## src/rtl/riscv_lsu.sv

```systemverilog
// Load-store unit: aligns core data accesses onto a word-organised memory and stalls the core until the memory handshake completes.
// Optional misaligned-access trap enabled by defining LSU_MISALIGN_EN (adds misalign_o).
module riscv_lsu #(
    parameter int unsigned TIMEOUT_CYCLES = 16
) (
    input  logic        clk_i,
    input  logic        rst_i,
    input  logic        core_req_i,
    input  logic        core_we_i,
    input  logic [2:0]  core_size_i,
    input  logic [31:0] core_addr_i,
    input  logic [31:0] core_wd_i,
    output logic [31:0] core_rd_o,
    output logic        core_stall_o,
    output logic        bus_err_o,
    output logic        mem_req_o,
    output logic        mem_we_o,
    output logic [3:0]  mem_be_o,
    output logic [31:0] mem_addr_o,
    output logic [31:0] mem_wd_o,
`ifdef LSU_MISALIGN_EN
    output logic        misalign_o,
`endif
    input  logic [31:0] mem_rd_i,
    input  logic        mem_ready_i
);

    localparam int unsigned CNT_W = 8;
    localparam logic [CNT_W-1:0] CNT_LAST = CNT_W'(TIMEOUT_CYCLES - 1);

    typedef enum logic {IDLE, BUSY} state_t;

    state_t           state;
    logic [CNT_W-1:0] cnt;

    logic        is_byte;
    logic        is_half;
    logic        is_uns;
    logic [3:0]  be;
    logic [31:0] wd_rep;
    logic [7:0]  ld_byte;
    logic [15:0] ld_half;
    logic [31:0] ld_data;
    logic        misalign;
    logic        timeout;

    // Size decode, lane enables, store replication and load extraction
    always_comb begin
        is_byte = (core_size_i == 3'd0) || (core_size_i == 3'd4);
        is_half = (core_size_i == 3'd1) || (core_size_i == 3'd5);
        is_uns  = (core_size_i == 3'd4) || (core_size_i == 3'd5);
        be      = 4'b1111;
        wd_rep  = core_wd_i;
        if (is_byte) begin
            be     = 4'b0001 << core_addr_i[1:0];
            wd_rep = {4{core_wd_i[7:0]}};
        end else if (is_half) begin
            be     = core_addr_i[1] ? 4'b1100 : 4'b0011;
            wd_rep = {2{core_wd_i[15:0]}};
        end

        case (core_addr_i[1:0])
            2'd0:    ld_byte = mem_rd_i[7:0];
            2'd1:    ld_byte = mem_rd_i[15:8];
            2'd2:    ld_byte = mem_rd_i[23:16];
            default: ld_byte = mem_rd_i[31:24];
        endcase
        ld_half = core_addr_i[1] ? mem_rd_i[31:16] : mem_rd_i[15:0];

        ld_data = mem_rd_i;
        if (is_byte) begin
            ld_data = {{24{ld_byte[7] & ~is_uns}}, ld_byte};
        end else if (is_half) begin
            ld_data = {{16{ld_half[15] & ~is_uns}}, ld_half};
        end
    end

`ifdef LSU_MISALIGN_EN
    assign misalign = (state == IDLE) && core_req_i &&
                      ((is_half && core_addr_i[0]) ||
                       ((core_size_i == 3'd2) && (core_addr_i[1:0] != 2'd0)));
    assign misalign_o = misalign;
`else
    assign misalign = 1'b0;
`endif

    assign timeout = (state == BUSY) && core_req_i && !mem_ready_i && (cnt == CNT_LAST);

    // Handshake outputs follow the live request; the bus payload is zero whenever no request is issued
    always_comb begin
        mem_req_o    = 1'b0;
        core_stall_o = 1'b0;
        core_rd_o    = 32'd0;
        mem_we_o     = 1'b0;
        mem_be_o     = 4'd0;
        mem_addr_o   = 32'd0;
        mem_wd_o     = 32'd0;
        case (state)
            IDLE: begin
                if (core_req_i && !misalign) begin
                    mem_req_o    = 1'b1;
                    core_stall_o = 1'b1;
                end
            end
            BUSY: begin
                if (core_req_i) begin
                    if (mem_ready_i) begin
                        mem_req_o = 1'b1;
                        core_rd_o = ld_data;
                    end else if (!timeout) begin
                        mem_req_o    = 1'b1;
                        core_stall_o = 1'b1;
                    end
                end
            end
            default: ;
        endcase
        if (mem_req_o) begin
            mem_we_o   = core_we_i;
            mem_be_o   = be;
            mem_addr_o = {core_addr_i[31:2], 2'b00};
            mem_wd_o   = wd_rep;
        end
    end

    // State, timeout counter and the registered abort pulse
    always_ff @(posedge clk_i) begin
        if (rst_i) begin
            state     <= IDLE;
            cnt       <= '0;
            bus_err_o <= 1'b0;
        end else begin
            bus_err_o <= timeout;
            case (state)
                IDLE: begin
                    if (core_req_i && !misalign) begin
                        state <= BUSY;
                        cnt   <= '0;
                    end
                end
                BUSY: begin
                    if (!core_req_i || mem_ready_i || timeout) begin
                        state <= IDLE;
                    end else begin
                        cnt <= cnt + CNT_W'(1);
                    end
                end
                default: state <= IDLE;
            endcase
        end
    end

endmodule
```

## config.mk

```make
export PLATFORM = sky130hd
export DESIGN_NAME = riscv_lsu
export DESIGN_NICKNAME = d
export VERILOG_FILES = /design/src/rtl/riscv_lsu.sv
export SDC_FILE = /design/constraint.sdc
export NUM_CORES = 1
export LEC_CHECK = 0
export ABC_AREA = 1
export ABC_CLOCK_PERIOD_IN_PS = 1800
export BUFFER_PORTS_ARGS = -buffer_cell sky130_fd_sc_hd__buf_2
export CORE_MARGIN = 1
export CORE_UTILIZATION = 34
export DETAILED_ROUTE_END_ITERATION = 7
export GPL_TIMING_DRIVEN = 0
export PLACE_DENSITY = 0.79
export SLEW_MARGIN = 5
export SYNTH_ARGS = -nofsm -noshare
export SYNTH_HDL_FRONTEND = slang
export SYNTH_SLANG_ARGS = --single-unit
```

## constraint.sdc

```tcl
create_clock -name clk_i -period 1.8 [get_ports clk_i]
set_input_delay 0.54 -clock clk_i [delete_from_list [all_inputs] [get_ports clk_i]]
set_output_delay 0.54 -clock clk_i [all_outputs]
set_load 0.02 [all_outputs]
```

==> flow_summary.yaml, run 1 <==
clock_network:
  cts_made_buffers: 3
  cts.sinks: 10
  htreeDepth: 1
  cts_hold_buf: 0
  clockBufferDepth: 2
  cts_root_buf: "clkbuf_8"
global_routing:
  grt_start_max_net_pins: 11
floorplan:
  fp.dieH_um: 81.5
  initial_core_util_pct: 35.8
  die_w_um: 81.5
  rows: 28
  ios: 208
yosys:
  synthXorXnorAreaFrac_pct: 0
  synth-compound-area-share_pct: 30.0
  synth_fa_ha_area_share_pct: 0.583
  ys_seq_area_share_pct: 9.32
  synth_area_leaders: "nor2_1, a21oi_1, inv_1"
  muxShareOfSynthArea_pct: 0
  synth-seq-cells: 10
  synth_cells: 418
  synthDistinctLibCells: 30
  synth_area_per_cell_sq_um: 5.14
  synth-simple-area-share_pct: 38.8
  synthDominantCellAreaShare_pct: 18.5
  ys_warn_count: 0
  synthesis.area_sq_um: 2150
  yosysTopAreaCell: "nor2_1"
  synth_top_family_by_area: "simple AND/OR/NAND/NOR gates"
place:
  place_congestion: 0.918
  place_hpwl_um: 7650
  placed_cell_area_sq_um: 3940
  portBuffers: 205
sta:
  endpoint_type: "top-level output"
  crit_endpoint: "core_rd_o[25]"
run_status:
  outcome: "aborted with a tool error"
  stop_stage: "global routing (5_1_grt)"
  firstError: "[ERROR DPL-0038] Utilization greater than 100%, impossible to legalize"
synthesized netlist by cell type:
| master | count |
|---|---|
| nor2_1 | 106 |
| inv_1 | 69 |
| a21oi_1 | 55 |
| nand2_1 | 53 |
| o21ai_0 | 26 |
| o211ai_1 | 16 |
| nand3_1 | 14 |
| nor2_2 | 12 |
| dfxtp_1 | 10 |
| buf_2 | 9 |
| buf_6 | 8 |
| buf_4 | 5 |
| nand2_2 | 5 |
| a211oi_1 | 4 |
| a31oi_1 | 3 |
| inv_2 | 3 |
| a221oi_1 | 2 |
| clkbuf_1 | 2 |
| nand2_4 | 2 |
| nor3b_1 | 2 |
| o21ai_1 | 2 |
| o21ai_2 | 2 |
| buf_1 | 1 |
| conb_1 | 1 |
| ha_1 | 1 |
| nand4_1 | 1 |
| nor2_4 | 1 |
| nor3_1 | 1 |
| o211ai_2 | 1 |
| o21bai_2 | 1 |
repair_timing:
action                     CTS
cloned                       7
resized for setup          236
buffers inserted            31
pin swaps                   48
setup endpoints to repair  101
stage by stage:
step | cells | util [%] | hold slack, ns | setup slack (ns)
3_5_place_dp | 699 | 65.7 | 0.460 | -0.548
2_1_floorplan | 419 | - | 0.442 | -0.106
4_1_cts | 739 | 86.4 | 0.514 | -0.389
3_3_place_gp | 699 | 65.7 | 0.457 | -0.552
logic make-up after synthesis:
logic type	Yosys count
AO/OA/AOI/OAI	112
adder cells (fa/ha/maj)	1
buffers and inverters	97
flip-flops	10
other	1
AND/OR/NAND/NOR	197
==> inputs of run 2 (changes only) <==
--- a/config.mk
+++ b/config.mk
@@ -6,13 +6,13 @@
 export NUM_CORES = 1
 export LEC_CHECK = 0
 export ABC_AREA = 1
-export ABC_CLOCK_PERIOD_IN_PS = 1800
+export ABC_CLOCK_PERIOD_IN_PS = 2350
 export BUFFER_PORTS_ARGS = -buffer_cell sky130_fd_sc_hd__buf_2
-export CORE_MARGIN = 1
-export CORE_UTILIZATION = 34
+export CORE_AREA = 2 2 80 82
 export DETAILED_ROUTE_END_ITERATION = 7
+export DIE_AREA = 0 0 82 84
 export GPL_TIMING_DRIVEN = 0
-export PLACE_DENSITY = 0.79
+export PLACE_DENSITY_LB_ADDON = 0.15
 export SLEW_MARGIN = 5
 export SYNTH_ARGS = -nofsm -noshare
 export SYNTH_HDL_FRONTEND = slang
==> constraint.sdc (replaced) <==
create_clock -name clk_i -period 2.35 [get_ports clk_i]
set_input_delay 0.705 -clock clk_i [delete_from_list [all_inputs] [get_ports clk_i]]
set_output_delay 0.705 -clock clk_i [all_outputs]
set_load 0.02 [all_outputs]
==> run 2 against run 1 <==
Against the previous run:
- the flow now finishes, with violations (negative setup slack)
- synthesized area did not move
- synthesized cell count is the same
==> flow_summary.yaml, run 2 <==
critical_path:
  reg2reg_from: "cnt[0]"
  critPathRequiredTime_ns: 1.64
  start_kind: "input pin"
  cp_max_fo: 6
  critPathKind: "in2out"
  r2r_slack_ns: 0.89
  cp-end-kind: "output port"
  timing.rr.end: "cnt[7]"
  critPathLaunch: "core_size_i[1]"
  endpoint: "core_rd_o[5]"
  worstPathArrival_ns: 1.84
  r2r_cells: 6
place:
  place_congestion: 0.897
  place_hpwl_um: 7500
  placed_cell_area_sq_um: 3280
  portBuffers: 205
  place_ws_ns: -0.401
global_routing:
  antenna_found_initial: 0
  grt_start_max_net_pins: 11
  grt-ovfl-total: 0
  grt_pass1_vias: 3407
  grt_pass1_wl_um: 16000
  groute.usage.overall_pct: 29.3
sta:
  setup_slack_ns: -0.196
  rsz0062_at_grt: "true"
  period_needed_ns: 2.55
  fin_skew_ns: 0.00137
  setup_viol: 72
  finalCritPeriodShare_pct: 108
  finalHoldViolations: 0
  slew_viol_final: 0
  hold_slack_ns: 0.472
  max_freq_mhz: 393
pwr:
  power_density_nw_per_um2: 254
  vdd_ir_drop_max_uv: 366
  cellLeakagePower_uw: 0.00246
drt:
  wl_um: 12100
  drtPass1Iterations: 6
  antenna_left: 0
  vias_per_cell: 5.36
  drt_iter0_markers: 324
  remaining_drc_errors: 0
  wire_per_inst_um: 16.5
  vias: 3917
cells_and_area:
  mostFrequentLayoutCells: "buf_2, buf_4, nor2_1, inv_1, buf_6"
  mostFrequentLayoutCell: "buf_2"
  top_register: "cnt"
  area_delta_synth_final_pct: 122
  fin_area_sq_um: 4770
  antenna_cells: 0
  reg_top3: "cnt x8, bus_err_o x1, state x1"
  largest_register_ffs: 8
  drive_above_1_share_pct: 56.1
  nets: 761
run_status:
  outcome: "complete, but fails checks"
  violations: "negative setup slack"
yosys:
  synth.most_common_cell: "nor2_1"
  yosysTopAreaCell: "nor2_1"
  ys_seq_area_share_pct: 9.32
  synth_area_per_cell_sq_um: 5.14
  ys_warn_count: 0
  ys_top_cells_by_count: "nor2_1, inv_1, a21oi_1, nand2_1, o21ai_0"
  synth_edf_count: 0
  synth_area_leaders: "nor2_1, a21oi_1, inv_1"
  synthDominantCellAreaShare_pct: 18.5
  ys.flop_type: "dfxtp_1"
  synthesis.area_sq_um: 2150
  synth-seq-cells: 10
  synthArstFlopShare_pct: 0
  synth_cells: 418
  synthDistinctLibCells: 30
floorplan:
  ios: 208
  die_w_um: 82
  rows: 29
  fp.dieH_um: 84
  die_area_sq_um: 6890
  initial_core_util_pct: 35.2
  core_sq_um: 6100
worst_hold_path:
  hp-class: "reg2reg"
clock_network:
  cts_made_buffers: 3
  htreeDepth: 1
  cts_tree: "yes"
  clkSlewWorstSetupHoldPaths_ns: 0.05
  cts.sinks: 10
  clock_latency_ns: 0.24
  clockBufferDepth: 2
  cts_root_buf: "clkbuf_8"
run:
  cap_violations: 0
==> run 2: per-stage QoR <==
| stage | util [%] | TNS (ns) | std cells | power [uW] |
|---|---|---|---|---|
| 4_1_cts | 66.2 | -8.01 | 716 | 1050 |
| 3_3_place_gp | 53.9 | -18.16 | 701 | 744 |
| 3_5_place_dp | 53.9 | -19.48 | 701 | 749 |
| 2_1_floorplan | - | -0.251 | 419 | 520 |
| 5_1_grt | 78.2 | -9.92 | 731 | 1270 |
| 6_report | 78.2 | -5.91 | 731 | 1210 |
==> run 2: timing repair <==
action	4_1_cts	5_1_grt
setup endpoints to repair	100	101
hold buffers	0	0
resized for setup	193	158
pin swaps	10	28
setup buffers	9	12
gates cloned	3	5
==> run 2: metal layers <==
| layer | vias up | track usage, % | routed length [um] |
|---|---|---|---|
| li1 | 1797 | - | - |
| met1 | 1799 | 33.3 | 4160 |
| met2 | 256 | 52.6 | 6180 |
| met3 | 65 | 6.39 | 1240 |
| met4 | 0 | 9.55 | 510 |
| met5 | - | 0 | 0 |
==> run 2: critical path, cell delays in order <==
cell	delay, ns
buf_6	0.10
nor2_4	0.05
buf_8	0.13
buf_8	0.13
buf_4	0.13
a31oi_1	0.18
o21ai_0	0.13
nor2_1	0.12
buf_4	0.15
==> run 2: cell families (layout without fill, tap and decap cells) <==
kind of cell               Yosys count  count (layout)  synth area share (%)
adders and majority gates            1               1                 0.583
other                                1               2                 0.175
DFF                                 10              10                  9.32
buffers and inverters               97             332                  21.2
AOI/OAI and AO/OA                  112             112                  30.0
and+or+nand+nor                    197             197                  38.8
==> run 2: layout make-up <==
cell class,count,area [sq um]
Buffer,25,303
Clock buffer,3,41.3
Fill cell,438,1330
Inverter,72,278
Multi-Input combinational cell,312,2050
Sequential cell,10,205
Tap cell,77,96.3
Timing Repair Buffer,232,1800
==> run 2: worst min path at each step <==
stage	cells past startpoint	start	slack, ns	endpoint
6_report	1	cnt[0]	0.47	cnt[0]
5_1_grt	1	cnt[0]	0.49	cnt[0]
4_1_cts	1	cnt[0]	0.45	cnt[0]
3_5_place_dp	1	cnt[0]	0.48	cnt[0]
3_3_place_gp	1	cnt[0]	0.47	cnt[0]
2_1_floorplan	1	cnt[0]	0.45	cnt[0]
==> run 2: report_power, final <==
| part | internal [uW] | switching, uW | leakage, uW | total [uW] |
|---|---|---|---|---|
| Sequential | 171 | 3.02 | 0.0000821 | 174 |
| Combinational | 374 | 481 | 0.00235 | 856 |
| Clock | 112 | 67.7 | 0.0000216 | 180 |
Power figures use the tool's default switching activity.
==> inputs of run 3 (changes only) <==
--- a/config.mk
+++ b/config.mk
@@ -6,12 +6,11 @@
 export NUM_CORES = 1
 export LEC_CHECK = 0
 export ABC_AREA = 1
-export ABC_CLOCK_PERIOD_IN_PS = 2350
+export ABC_CLOCK_PERIOD_IN_PS = 2780
 export BUFFER_PORTS_ARGS = -buffer_cell sky130_fd_sc_hd__buf_2
 export CORE_AREA = 2 2 80 82
 export DETAILED_ROUTE_END_ITERATION = 7
 export DIE_AREA = 0 0 82 84
-export GPL_TIMING_DRIVEN = 0
 export PLACE_DENSITY_LB_ADDON = 0.15
 export SLEW_MARGIN = 5
 export SYNTH_ARGS = -nofsm -noshare
==> constraint.sdc (replaced) <==
create_clock -name clk_i -period 2.78 [get_ports clk_i]
set_input_delay 0.834 -clock clk_i [delete_from_list [all_inputs] [get_ports clk_i]]
set_output_delay 0.834 -clock clk_i [all_outputs]
set_load 0.02 [all_outputs]
==> run 3 against run 2 <==
Against the previous run:
- the flow still finishes with violations (negative setup slack)
- design area down 21%
- non-clock buffer count is 19 lower
- sequential cell count is the same
==> flow_summary.yaml, run 3 (same netlist as run 2, synthesis figures left out) <==
critical_path:
  r2r_slack_ns: 1.23
  critPathLaunch: "core_size_i[1]"
  start_kind: "input pin"
  timing.rr.end: "cnt[5]"
  cp_slowest_stage_delay_ns: 0.26
  crit_top_cell: "o21ai_4"
  r2r_cells: 7
  cp-end-kind: "output port"
  cp_max_fo: 8
  reg2reg_from: "cnt[0]"
  worstPathArrival_ns: 1.96
  critPathRequiredTime_ns: 1.95
  critPathSlowestCell: "o21ai_4"
  crit_chain: "buf_8 > nor2_4 > buf_12 > o21ai_4 > o21ai_4 > clkbuf_16 > nor2_2 > buf_6"
  critPathKind: "in2out"
cells_and_area:
  reg_top3: "cnt x8, bus_err_o x1, state x1"
  antenna_cells: 0
  mostFrequentLayoutCell: "buf_2"
  multi_input_area_sq_um: 1600
  largest_register_ffs: 8
  seq_area_sq_um: 200
  top_register: "cnt"
  mostFrequentLayoutCells: "buf_2, nor2_1, inv_1, a21oi_1, nand2_1"
  fin_cells: 713
  area_delta_synth_final_pct: 75.6
  drive_above_1_share_pct: 44.7
  nets: 742
  nFillCells: 631
clock_network:
  cts_made_buffers: 3
  clock_latency_ns: 0.24
  cts_hold_buf: 0
  cts_tree: "yes"
  htreeDepth: 1
  clockBufferDepth: 2
  clkSlewWorstSetupHoldPaths_ns: 0.05
  cts_root_buf: "clkbuf_8"
  cts.sinks: 10
drt:
  wl_um: 8960
  wire_per_inst_um: 12.6
  drtPass1Iterations: 5
  met3_length_um: 832
  remaining_drc_errors: 0
  vias: 3444
  drt_iter0_markers: 176
  vias_per_cell: 4.83
  routed.top_layer: "met4"
  antenna_left: 0
  met2_wirelength_um: 4520
  met1Wirelength_um: 3430
sta:
  slew_viol_final: 0
  max_freq_mhz: 358
  finalHoldViolations: 0
  rsz0062_at_grt: "true"
  finalCritPeriodShare_pct: 101
  fin_skew_ns: 0.00445
  period_needed_ns: 2.79
  setup_viol: 7
  setup_slack_ns: -0.0144
floorplan:
  initial_core_util_pct: 35.2
  rows: 29
  fp.dieH_um: 84
  die_w_um: 82
  ios: 208
  core_sq_um: 6100
  die_area_sq_um: 6890
pwr:
  switching_power_uw: 378
  power_density_nw_per_um2: 230
  vdd_ir_drop_max_uv: 268
  cellLeakagePower_uw: 0.00225
  pwr-share-clk_pct: 21.5
  seqPwrFrac_pct: 16.9
  total_power_uw: 866
  switching_share_pct: 43.7
  p_int_uw: 488
  power_frac_comb_pct: 61.6
worst_hold_path:
  hold_path_depth: 1
  whs_endpoint: "cnt[0]"
  hp-start: "cnt[0]"
  hp-class: "reg2reg"
global_routing:
  grt_pass1_wl_um: 12400
  grt-ovfl-total: 0
  grt_pass1_vias: 2787
  grt_start_max_net_pins: 31
  groute.usage.overall_pct: 22.1
  antenna_found_initial: 0
run:
  cap_violations: 0
place:
  place_hpwl_um: 6870
  post-place-cells: 703
  portBuffers: 205
  place_congestion: 0.864
run_status:
  outcome: "complete, but fails checks"
  violations: "negative setup slack"
run 3: cell types whose count changed in the layout (fill, tap and decap cells not counted), sizes merged:
| cell | delta |
|---|---|
| buf | -17 |
| clkbuf | -1 |
run 3: metal layers:
layer,track usage (%),up-vias
li1,-,1763
met3,1.84,19
met1,26.3,1481
met5,0,-
met2,40.8,181
met4,6.36,0
run 3: worst max-delay path by stage:
| stage | to | slack (ns) | cells after the start |
|---|---|---|---|
| global route | core_rd_o[24] | -0.04 | 8 |
| global placement | core_rd_o[29] | 0.002 | 8 |
| CTS | core_rd_o[12] | 0.005 | 10 |
| finish | core_rd_o[24] | -0.01 | 8 |
| detailed placement | core_rd_o[9] | -0.04 | 8 |
| floorplan | mem_be_o[2] | 0.11 | 7 |
run 3: worst max-delay path: cells and delay by family:
kind	cells	cell delay (ns)
compound gates	2	0.32
buf+inv	4	0.61
simple gates	2	0.19
run 3: cell type report:
cell class | instances | share of cell area [%]
inverters | 72 | 7.23
well taps | 77 | 2.55
clock buffers | 4 | 1.46
multi-input cells | 312 | 42.4
flip-flops and latches | 10 | 5.31
repair buffers | 238 | 41.0
run 3: power groups by stage:
stage | registers (uW) | clock network [uW] | logic, uW
after floorplan | 149 | 0 | 290
after global placement | 149 | 0 | 488
after detailed placement | 149 | 0 | 491
after CTS | 146 | 190 | 494
after global routing | 146 | 197 | 579
final | 146 | 186 | 533
run 3: metrics by stage:
stage | hold slack, ns | area, sq um | utilization [%] | worst slack [ns] | TNS [ns]
2_1_floorplan | 0.448 | 2150 | - | 0.114 | 0
3_3_place_gp | 0.471 | 3370 | 55.3 | 0.00217 | 0
3_5_place_dp | 0.470 | 3370 | 55.3 | -0.0433 | -0.721
4_1_cts | 0.489 | 3430 | 56.3 | 0.00522 | 0
5_1_grt | 0.516 | 3770 | 61.9 | -0.0414 | -0.413
6_report | 0.490 | 3770 | 61.9 | -0.0144 | -0.0370
run 3: timing repair:
action                     in CTS  in global routing
cloned                          0                  3
setup endpoints to repair      24                 94
pin swaps                       0                  3
gates resized for setup         1                 85
setup buffers                   0                  3
hold endpoints to repair        0                  0
